--- src/rtl/pipe_hazard_ctrl.sv ---
// Pipeline stall/flush controller: register enables, bubble selects,
// data-memory req/ack sequencing with timeout, stall performance counter.
module pipe_hazard_ctrl #(
  parameter int REG_ADDR_W = 5,
  parameter int MAX_WAIT   = 8,
  parameter int CNT_W      = 16
) (
  input  logic                  clk,
  input  logic                  arst_n,
  input  logic [REG_ADDR_W-1:0] id_rs1,
  input  logic [REG_ADDR_W-1:0] id_rs2,
  input  logic [REG_ADDR_W-1:0] ex_rd,
  input  logic                  ex_memread,
  input  logic                  mem_access,
  input  logic                  mem_branch_taken,
  input  logic                  dmem_ack,
  input  logic                  stall_cnt_clr,
  output logic                  dmem_req,
  output logic                  pc_en,
  output logic                  if_id_en,
  output logic                  id_ex_en,
  output logic                  ex_mem_en,
  output logic                  mem_wb_en,
  output logic                  if_id_flush,
  output logic                  id_ex_flush,
  output logic                  ex_mem_flush,
  output logic                  mem_err,
  output logic [CNT_W-1:0]      stall_cnt
);

  localparam int WW = $clog2(MAX_WAIT + 1);
  localparam logic [WW-1:0] WAIT_LAST = WW'(MAX_WAIT - 1);

  typedef enum logic {
    RUN,
    MEM_WAIT
  } state_e;

  state_e          state_q, state_d;
  logic [WW-1:0]   wait_cnt_q, wait_cnt_d;
  logic            mem_err_q, mem_err_d;
  logic [CNT_W-1:0] stall_cnt_q, stall_cnt_d;

  logic hazard_chk;
  logic timeout;
  logic load_use;

  assign timeout  = (wait_cnt_q == WAIT_LAST);
  assign load_use = ex_memread && (ex_rd != '0) &&
                    ((ex_rd == id_rs1) || (ex_rd == id_rs2));

  always_comb begin
    state_d    = state_q;
    wait_cnt_d = wait_cnt_q;
    mem_err_d  = mem_err_q;
    hazard_chk = 1'b0;
    unique case (state_q)
      RUN: begin
        if (mem_access) begin
          state_d    = MEM_WAIT;
          wait_cnt_d = '0;
        end else begin
          hazard_chk = 1'b1;
        end
      end
      MEM_WAIT: begin
        if (dmem_ack || timeout) begin
          state_d    = RUN;
          hazard_chk = 1'b1;
          if (!dmem_ack) mem_err_d = 1'b1;
        end else begin
          wait_cnt_d = wait_cnt_q + 1'b1;
        end
      end
    endcase
  end

  // Memory stall outranks everything; hazards only resolve when it is clear.
  always_comb begin
    pc_en        = 1'b0;
    if_id_en     = 1'b0;
    id_ex_en     = 1'b0;
    ex_mem_en    = 1'b0;
    mem_wb_en    = 1'b0;
    if_id_flush  = 1'b0;
    id_ex_flush  = 1'b0;
    ex_mem_flush = 1'b0;
    if (hazard_chk) begin
      if (mem_branch_taken) begin
        pc_en        = 1'b1;
        if_id_en     = 1'b1;
        id_ex_en     = 1'b1;
        ex_mem_en    = 1'b1;
        mem_wb_en    = 1'b1;
        if_id_flush  = 1'b1;
        id_ex_flush  = 1'b1;
        ex_mem_flush = 1'b1;
      end else if (load_use) begin
        id_ex_en    = 1'b1;
        id_ex_flush = 1'b1;
        ex_mem_en   = 1'b1;
        mem_wb_en   = 1'b1;
      end else begin
        pc_en     = 1'b1;
        if_id_en  = 1'b1;
        id_ex_en  = 1'b1;
        ex_mem_en = 1'b1;
        mem_wb_en = 1'b1;
      end
    end
  end

  always_comb begin
    stall_cnt_d = stall_cnt_q;
    if (stall_cnt_clr) begin
      stall_cnt_d = '0;
    end else if (!pc_en && (stall_cnt_q != '1)) begin
      stall_cnt_d = stall_cnt_q + 1'b1;
    end
  end

  always_ff @(posedge clk or negedge arst_n) begin
    if (!arst_n) begin
      state_q     <= RUN;
      wait_cnt_q  <= '0;
      mem_err_q   <= 1'b0;
      stall_cnt_q <= '0;
    end else begin
      state_q     <= state_d;
      wait_cnt_q  <= wait_cnt_d;
      mem_err_q   <= mem_err_d;
      stall_cnt_q <= stall_cnt_d;
    end
  end

  assign dmem_req  = (state_q == MEM_WAIT);
  assign mem_err   = mem_err_q;
  assign stall_cnt = stall_cnt_q;

endmodule
--- config.mk ---
export PLATFORM = sky130hd
export DESIGN_NAME = pipe_hazard_ctrl
export DESIGN_NICKNAME = d
export VERILOG_FILES = /design/src/rtl/pipe_hazard_ctrl.sv
export SDC_FILE = /design/constraint.sdc
export NUM_CORES = 1
export LEC_CHECK = 0
export BUFFER_PORTS_ARGS = -buffer_cell sky130_fd_sc_hd__buf_2
export CAP_MARGIN = 25
export CORE_UTILIZATION = 40
export DETAILED_ROUTE_END_ITERATION = 16
export PLACE_DENSITY = 0.75
export SLEW_MARGIN = 20
export SYNTH_ARGS = -nofsm -noshare
export SYNTH_HDL_FRONTEND = slang
export SYNTH_SLANG_ARGS = --single-unit
export TNS_END_PERCENT = 30
--- constraint.sdc ---
create_clock -name clk -period 2.4 [get_ports clk]
set_input_delay 0.48 -clock clk [delete_from_list [all_inputs] [get_ports clk]]
set_output_delay 0.48 -clock clk [all_outputs]
set_load 0.05 [all_outputs]
* Yosys cells after proc, flatten, opt, wreduce, memory -nomap -nowiden
Cells that the tools add are included.
Word-level totals: register bits after elaboration 22, input port bits 22, output and inout port bits 26, logic and storage cells 44
Cells by class: multiplexer cells 20, bitwise gates (word level) 2, reductions and logical operators 10, add/sub/neg operators 2, equal/unequal tests 6
Operator list (count):
- $mux 16 | 2
- $add 16x1->16 const B | 1
- $ne 16x16->1 const B | 1
- $mux 1 | 13
- $eq 5x5->1 | 2
- $mux 4 | 2
- $pmux 4 s2 | 1
- $reduce_bool 5->1 | 1
- $add 4x1->4 const B | 1
- $eq 4x3->1 const B | 1
- $ne 2x2->1 const B | 2
- $pmux 1 s2 | 2
- $logic_and 1x1->1 | 3
- $reduce_and 3->1 | 1
- $logic_or 1x1->1 | 2
- $not 1->1 | 2
- $reduce_and 2->1 | 1
- $reduce_bool 2->1 | 1
- $logic_not 1->1 | 1

* Longest topological paths before layout
Gate-level depths: netlist (run 1).
depth after elaboration 10, depth in mapped cells 10, depth with buffers taken out 7

* Worst setup path after synthesis (run 1)
No wires, ideal clock.
path type register to output, start point register state_q, in the netlist dmem_req, end point output pc_en, slack -582 ps, arrival 2502 ps, cell stages (with the launch flop) 9, buffers on the path 4, data required time 1920 ps, cell sequence dfrtp_1 -> and2b_1 -> o21ai_2 -> and2_1 -> clkbuf_1 -> o31a_1 -> buf_4 -> buf_6 -> buf_4
Between the ends: word-level cells in the longest chain between the ends 3
RTL lines:
- start: declaration | line 39 | state_e state_q, state_d;
- start signal: assignment | line 129 | state_q <= state_d;
- $not 1->1
- $pmux 1 s2 (*) | line 57 | unique case (state_q)
- $mux 1 (*)
- end: declaration | line 19 | output logic pc_en,
Every way passes the cells marked *; elsewhere a longest branch is shown, timed or not.

* Final worst setup path (run 1)
start point register wait_cnt_q[1], end point output if_id_en
Between the ends: word-level cells in the longest chain between the ends 5
RTL lines:
- start: declaration | line 40 | logic [WW-1:0] wait_cnt_q, wait_cnt_d;
- start signal: assignment | line 130 | wait_cnt_q <= wait_cnt_d;
- $eq 4x3->1 | line 48 | assign timeout = (wait_cnt_q == WAIT_LAST);
- $logic_or 1x1->1 | line 67 | if (dmem_ack || timeout) begin
- $mux 1 | line 67
- $pmux 1 s2 | line 57
- $mux 1 | line 88 | if (hazard_chk) begin
- end: declaration | line 20 | output logic if_id_en,
No other way between the ends.

==> impl_metrics.ini, run 1 <==
[run_status]
status = finished, final reports clean

[setup_path]
cp_max_fo = 6
cp.required_ns = 1.92
path_class = reg -> out
r2r_slack_ns = 0.30
worstSetupEndpointType = output pin
worstPathArrival_ns = 1.86
reg2reg_from = stall_cnt[7]
reg2reg_depth = 6
crit_path_start_kind = flip-flop
reg2reg_to = stall_cnt[10]

[sta]
fin_tns_setup_ns = 0
fin_skew_ns = 0.0128
setup_ws_ns = 0.0611
drv_slew = 0
fin_crit_ns = 2.34
finalSetupViolations = 0
max_freq_mhz = 428
final_hold_viol_count = 0
slew_headroom_pct = 68.4
fin_crit_sh_pct = 97.5
worst_pin_slew_ns = 0.474
grt_setup_unrepaired = true
holdWs_ns = 0.0947

[power]
combPwrFrac_pct = 30.7
p_switching_uw = 340
peakVddDrop_mv = 0.229
power.total_mw = 1.01
power.share.sequential_pct = 41.0
p_int_uw = 667
switching_share_pct = 33.7
p_clk_share_pct = 28.4
pwr_density_cell_nw_per_um2 = 560
p_leak_nw = 0.823

[yosys]
synth-seq-cells = 22
synth_area_per_cell_um2 = 9.18
synth_ff_type = dfrtp_1
netlist_area_um2 = 1410
synth_edf_count = 0
netlist_instances = 153
async_reset_ff_share_pct = 100
ys_seq_area_share_pct = 39.2
ys_types = 37
syn_nets = 177
yosysTopAreaCell = dfrtp_1
netlist.area_leader.share_pct = 39.2
synthTopCellsByArea = dfrtp_1, o31ai_1, or4_1
yosysWarnings = 0

[hold_path]
hold_path.class = in -> async

[floorplan]
die-area_um2 = 3750
die_h_um = 61.3
die_width_um = 61.3
rows = 21
io_pins = 48
core_area_um2 = 3360
start_util_pct = 41.8

[place]
post-place-ws_ns = -0.0259
hpwl_um = 2260
routabilityCongestion = 0.703
io_buffers = 47

[global_route]
grt_usage_pct = 17.5
grt_pass1_vias = 1134
overflow = 0
grt_max_degree = 30
antenna_found_initial = 0
grt_pass1_wl_um = 4930

[route]
drcViolationCount = 0
routedWlPerCell_um = 12.2
wl_um = 2990
vias = 1314
via_per_inst = 5.34
detail-route-antenna-nets = 0
drtIter0Drc = 56
firstDrtPassIters = 4

[layout]
fin_util_pct = 53.4
multi_input_area_um2 = 777
regArea_um2 = 552
areaGrowthSynthToFinish_pct = 27.9
diodes = 0
final_net_count = 225
drive_above_1_share_pct = 35.0
nFillCells = 351

[clock_network]
clk_pin_slew_ns = 0.13
insertion_delay_ns = 0.32
clockBufferDepth = 2
h-tree-depth = 1
cts-root-buf = clkbuf_4
cts.sinks = 22
numCtsBuffers = 3
cts_tree = built

[job]
maxCapViolCount = 0
[layout by cell type (no fill, tap or decap), types with 3 or more instances in the layout]
master,n
dfrtp_1,21
nor2_1,7
inv_1,3
or4_1,12
clkbuf_4,3
nand3_1,9
xor2_1,10
nand2_1,4
o31ai_1,12
or3_1,3
and3_1,4
nor2b_1,4
nand4_1,3
a21oi_1,14
and4_1,3
buf_4,7
o21ai_0,6
buf_2,44
buf_6,3
[stage by stage]
| stage | cells | area [um2] |
|---|---|---|
| detailed placement | 240 | 1690 |
| global placement | 240 | 1690 |
| global route | 246 | 1800 |
| CTS | 244 | 1750 |
| floorplan | 153 | 1420 |
| finish | 246 | 1800 |
[kinds of logic (layout without fill, tap and decap cells)]
kind of cell,Yosys count,in the layout,share of synthesized area [%]
AO/OA/AOI/OAI,40,40,17.8
XOR/XNOR,10,10,6.23
adder cells (fa/ha/maj),2,2,1.78
buffers and inverters,16,63,6.77
flip-flops,22,22,39.2
multiplexers,2,2,1.60
AND/OR/NAND/NOR,61,61,26.6
[synthesized netlist by cell type (4+ instances only)]
cell and number:
nand2_1 5, buf_4 5, nor2_1 8, nor2b_1 4
xor2_1 10, o21ai_0 7, o31ai_1 12, or4_1 12
dfrtp_1 22, nand3_1 9, and3_1 4, a21oi_1 14
[metal layers]
layer	share of wire, %	routed length [um]	GRT usage [%]	up-vias
li1	-	-	-	664
met1	44	1310	24.4	604
met2	50	1500	28.3	42
met3	4.6	137	1.26	4
met4	1.5	44	6.82	0
met5	0	0	0	-
[sequential cells by signal (all words and copies together), names as in the netlist]
name        cells
dmem_req        1
mem_err         1
stall_cnt      16
wait_cnt_q      4
[power groups by stage]
stage	logic [mW]	clock network, mW	registers, mW
after floorplan	0.192	0	0.446
after global placement	0.280	0	0.417
after detailed placement	0.284	0	0.420
after CTS	0.290	0.293	0.412
after global routing	0.335	0.309	0.416
final	0.309	0.286	0.412
[worst max-delay path, stage by stage (launching register included)]
cell	delay, ns
dfrtp_1	0.41
ha_2	0.20
nand2_2	0.06
o21ai_4	0.20
and2_4	0.17
o31a_1	0.29
buf_6	0.21
[cell type report]
| type | instances | share of cell area (%) |
|---|---|---|
| multi-input cells | 115 | 43.2 |
| flip-flops and latches | 22 | 30.7 |
| inverters | 3 | 0.627 |
| well taps | 46 | 3.20 |
| repair buffers | 56 | 19.3 |
| clock buffers | 3 | 1.25 |
| clock inverters | 1 | 1.67 |
[timing repair]
action / 4_1_cts / 5_1_grt
hold buffers: 0 / 0
setup endpoints to repair: 3 / 6
gates resized for setup: 3 / 8
hold endpoints to repair: 0 / 0
buffers inserted: 0 / 2
pin swaps: 0 / 3
[how the worst max path moves through the flow]
stage                  start             to  slack (ns)  cells past startpoint
2_1_floorplan       ex_rd[1]          pc_en        0.02                      6
3_3_place_gp        ex_rd[3]  stall_cnt[10]       0.005                      8
3_5_place_dp        ex_rd[3]  stall_cnt[10]       -0.03                      8
4_1_cts        wait_cnt_q[0]          pc_en       -0.01                      6
5_1_grt        wait_cnt_q[1]       if_id_en       -0.04                      6
6_report       wait_cnt_q[1]       if_id_en        0.06                      6
Note: power is estimated with default switching activity, not from simulation.
==> run 2, diff against run 1 <==
Settings changed: PLACE_DENSITY 0.75 to 0.78.
Clock period 2.4 ns to 2.1 ns, I/O delays scaled along.
==> run 2 against run 1 <==
Against the previous run:
- the run now ends with negative setup slack left
- total power rose by 25%
- routed wire length rose by 20%
- die area did not move
- setup slack got worse by 0.093 ns
- clock power rose by 15%
- final area rose by 13%
- flip-flop and latch count did not move
- count of clock-buffer cells in the layout did not move
- cell count rose by 7.7%
- via count rose by 10%
- global-route usage rose by 2.3 points
- largest cell class unchanged
- highest routed layer unchanged
==> impl_metrics.ini, run 2 (same netlist as run 1, synthesis figures left out) <==
[setup_path]
path_class = in -> out
worstSetupEndpointType = output pin
reg2reg_depth = 9
worstPathArrival_ns = 1.71
cp_max_fo = 4
cp.required_ns = 1.68
crit_path_start_kind = input port

[place]
io_buffers = 47
dp.cells = 252
routabilityCongestion = 0.790
post-place-ws_ns = -0.208
hpwl_um = 2370

[global_route]
antenna_found_initial = 0
grt_usage_pct = 19.7
grt_pass1_wl_um = 5610
grt_pass1_vias = 1291
overflow = 0
grt_max_degree = 23

[route]
routedWlPerCell_um = 13.5
wl_um = 3590
drcViolationCount = 0
drtIter0Drc = 38
vias = 1449
firstDrtPassIters = 4
detail-route-antenna-nets = 0
via_per_inst = 5.47

[run_status]
violations = negative setup slack
status = finished with violations

[power]
power.share.sequential_pct = 36.9
peakVddDrop_mv = 0.289
combPwrFrac_pct = 36.9
switching_share_pct = 33.7
p_leak_nw = 0.922
p_clk_share_pct = 26.2
pwr_density_cell_nw_per_um2 = 620
p_int_uw = 836
p_switching_uw = 424

[hold_path]
hold_path.class = in -> async

[layout]
final_cells = 265
final_net_count = 244
areaGrowthSynthToFinish_pct = 44.5
diodes = 0
largest_reg_flops = 16
final_common_cell = buf_2
layout_common_cells = buf_2, buf_4, o31ai_1, dfrtp_1
drive_above_1_share_pct = 51.6

[clock_network]
cts_tree = built
clockBufferDepth = 2
insertion_delay_ns = 0.32
cts-root-buf = clkbuf_4
numCtsBuffers = 3
clk_pin_slew_ns = 0.14
cts.sinks = 22
hold_buffers = 0
h-tree-depth = 1

[sta]
fin_crit_ns = 2.13
drv_slew = 0
slew_headroom_pct = 66.4
setup_ws_ns = -0.0317
worst_pin_slew_ns = 0.504
grt_setup_unrepaired = true
max_freq_mhz = 469
finalSetupViolations = 3
final_hold_viol_count = 0
fin_crit_sh_pct = 102
fin_skew_ns = 0.0146

[job]
maxCapViolCount = 0

[floorplan]
core_area_um2 = 3360
die_width_um = 61.3
io_pins = 48
rows = 21
die-area_um2 = 3750
die_h_um = 61.3
start_util_pct = 41.8
run 2: cell count changes in the layout (fill, tap and decap cells not counted), moves of 3 or more:
cell and change:
dfrtp_1 -9, or4_4 +3, buf_2 -5, or4_1 -3
clkbuf_4 +3, dfrtp_2 +9, a21oi_2 +7, a21oi_1 -7
buf_4 +21
run 2: per-layer routing:
layer	global-route usage [%]	wire, um
met3	2.31	147
met4	5.19	42
met2	34.6	1920
met1	25.7	1470
met5	0	0
run 2: cell type report:
class	instances	area, um2
clock buffer	3	22.5
clock inverter	1	30.0
fill	314	1330
inverter	3	13.8
multi-input combinational	115	830
sequential	22	563
tap	46	57.6
timing repair buffer	75	514
run 2: final timing paths:
kind / startpoint / end / slack, ns
setup / recovery: ex_rd[1] / if_id_en / -0.03
hold / removal: arst_n / stall_cnt[5] / 0.04
setup reg to reg: wait_cnt_q[0] / stall_cnt[10] / 0.03
hold reg to reg: mem_err / mem_err / 0.51
max in group asynchronous: arst_n / stall_cnt[3] / 1.68
min in group clk: dmem_ack / mem_err / 0.43
run 2: power groups by stage:
stage / Combinational (mW) / Clock [mW] / Sequential [mW]
floorplan: 0.230 / 0 / 0.510
global placement: 0.344 / 0 / 0.475
detailed placement: 0.346 / 0 / 0.477
CTS: 0.439 / 0.336 / 0.464
global route: 0.499 / 0.364 / 0.470
finish: 0.465 / 0.330 / 0.465
run 2: repair_timing:
item                       in CTS  in global routing
setup endpoints to repair       3                 23
resized for setup              12                 27
gates cloned                    1                  0
buffers inserted                5                  4
pin swaps                       6                  8
run 2: stage by stage:
stage / hold WS [ns] / util [%] / power (mW) / TNS, ns / instance area, um2
after floorplan: 0.124 / - / 0.741 / -0.223 / 1450
after global placement: 0.417 / 53.1 / 0.819 / -1.91 / 1780
after detailed placement: 0.419 / 53.1 / 0.823 / -2.33 / 1780
after CTS: 0.0567 / 57.9 / 1.24 / -0.224 / 1950
after global routing: 0.0511 / 60.4 / 1.33 / -0.412 / 2030
final: 0.0445 / 60.4 / 1.26 / -0.0712 / 2030
run 2: critical path, stage by stage:
cell and delay (ns):
buf_2 0.10, or4_1 0.53, o21ai_2 0.15, o31a_1 0.23
buf_12 0.14, buf_12 0.13
==> run 3, diff against run 2 <==
Settings changed: BUFFER_PORTS_ARGS -buffer_cell sky130_fd_sc_hd__buf_2 to unset, DONT_BUFFER_PORTS set to 1, PLACE_DENSITY 0.78 to 0.65.
==> run 3 against run 2 <==
Against the previous run:
- the flow now finishes without violations
- worst hold slack improved by 0.099 ns
- maximum frequency up 3.1%
- first-iteration DRC count increased by 130%
- setup slack improved by 0.065 ns
- register-to-register slack improved by 0.06 ns
- clock skew fell by 0.0014 ns
- highest routed layer unchanged
- sequential power grew 2%
- sequential share of layout area increased by 3.1 points
- largest cell class unchanged
- final area is 10% lower
- count of clock-buffer cells in the layout stayed put
==> impl_metrics.ini, run 3 (same netlist as run 1, synthesis figures left out) <==
[run_status]
status = finished, final reports clean

[setup_path]
crit_path_start_kind = flip-flop
path_class = reg -> out
reg2reg_to = stall_cnt[12]
cp_max_fo = 8
cp.required_ns = 1.68
r2r_slack_ns = 0.09
worstSetupEndpointType = output pin
worstPathArrival_ns = 1.65
reg2reg_from = stall_cnt[7]
reg2reg_depth = 6

[power]
power.total_mw = 1.04
switching_share_pct = 35.7
combPwrFrac_pct = 36.8
p_leak_nw = 0.770
p_switching_uw = 373
pwr_density_cell_nw_per_um2 = 572
p_clk_share_pct = 18.1
p_int_uw = 672
peakVddDrop_mv = 0.180
power.share.sequential_pct = 45.1

[layout]
fin_util_pct = 54.3
multi_input_area_um2 = 800
nFillCells = 325
layout_common_cells = buf_4, o31ai_1, dfrtp_1, a21oi_1
final_common_cell = buf_4
areaGrowthSynthToFinish_pct = 29.9
drive_above_1_share_pct = 37.5
regArea_um2 = 563
largest_reg_flops = 16
post-route-cell-area_um2 = 1830
final_net_count = 210
diodes = 0
final_cells = 230

[place]
post-place-ws_ns = -0.114
routabilityCongestion = 0.783
io_buffers = 0
hpwl_um = 2560
placed_area_um2 = 1710
dp.cells = 220

[route]
wl_um = 3480
drtIter0Drc = 89
detail-route-antenna-nets = 0
routedWlPerCell_um = 15.1
firstDrtPassIters = 4
drcViolationCount = 0
vias = 1312
via_per_inst = 5.70

[sta]
drv_slew = 0
fin_skew_ns = 0.0132
slew_headroom_pct = 63.4
grt_setup_unrepaired = true
final_hold_viol_count = 0
setup_ws_ns = 0.0333
max_freq_mhz = 484
fin_tns_setup_ns = 0
worst_pin_slew_ns = 0.547
finalSetupViolations = 0
holdWs_ns = 0.144
fin_crit_ns = 2.07
fin_crit_sh_pct = 98.4

[hold_path]
hold_path.class = in -> reg
min_path_cells = 1
hold_end = stall_cnt[9]
hold_path.startpoint = stall_cnt_clr

[global_route]
antenna_found_initial = 0
grt_pass1_wl_um = 5450
grt_pass1_vias = 1263
grt_max_degree = 23
overflow = 0
grt_usage_pct = 19.9

[floorplan]
die_width_um = 61.3
io_pins = 48
rows = 21
die_h_um = 61.3
die-area_um2 = 3750
core_area_um2 = 3360
start_util_pct = 41.8

[clock_network]
cts-root-buf = clkbuf_4
insertion_delay_ns = 0.31
clockBufferDepth = 2
cts_tree = built
clk_pin_slew_ns = 0.12
h-tree-depth = 1
cts.sinks = 22
numCtsBuffers = 3

[job]
maxCapViolCount = 0
## run 3: repair_timing
item                       in CTS  in global routing
hold buffers                    1                  0
pin swaps                       0                  2
hold endpoints to repair       22                  0
setup endpoints to repair       6                 13
buffers inserted                5                  1
gates cloned                    0                  0
resized for setup               4                  8
## run 3: per-layer routing
layer / global-route usage [%] / vias to the layer above / share of wire, %
met1: 22.3 / 623 / 40
met3: 3.99 / 7 / 5.6
met4: 9.09 / 0 / 1.9
met5: 0 / - / 0
met2: 36.0 / 51 / 53
li1: - / 631 / -
## run 3: worst max-delay path, stage by stage, from the launching register on
cell	delay, ns
dfrtp_1	0.39
ha_2	0.21
nand2_2	0.05
o21ai_2	0.14
and2_4	0.19
o31a_4	0.22
buf_12	0.15
## run 3: layout make-up
| class | instances | area share (%) |
|---|---|---|
| well taps | 46 | 3.15 |
| repair buffers | 41 | 20.4 |
| inverters | 3 | 0.617 |
| clock buffers | 3 | 1.23 |
| flip-flops and latches | 22 | 30.8 |
| multi-input cells | 115 | 43.8 |
## run 3: how the worst max path moves through the flow
stage | startpoint | end | slack, ns | cells after the start
2_1_floorplan | dmem_req | pc_en | -0.15 | 8
3_3_place_gp | ex_rd[3] | stall_cnt[7] | -0.04 | 7
3_5_place_dp | ex_rd[2] | stall_cnt[12] | -0.11 | 7
4_1_cts | wait_cnt_q[1] | pc_en | 0.03 | 7
5_1_grt | wait_cnt_q[0] | if_id_en | -0.03 | 6
6_report | wait_cnt_q[0] | pc_en | 0.03 | 6
## run 3: power by group through the flow
stage | logic, mW | clock network [mW] | registers, mW
2_1_floorplan | 0.230 | 0 | 0.510
3_3_place_gp | 0.326 | 0 | 0.477
3_5_place_dp | 0.332 | 0 | 0.481
4_1_cts | 0.384 | 0.191 | 0.468
5_1_grt | 0.413 | 0.205 | 0.475
6_report | 0.384 | 0.189 | 0.472
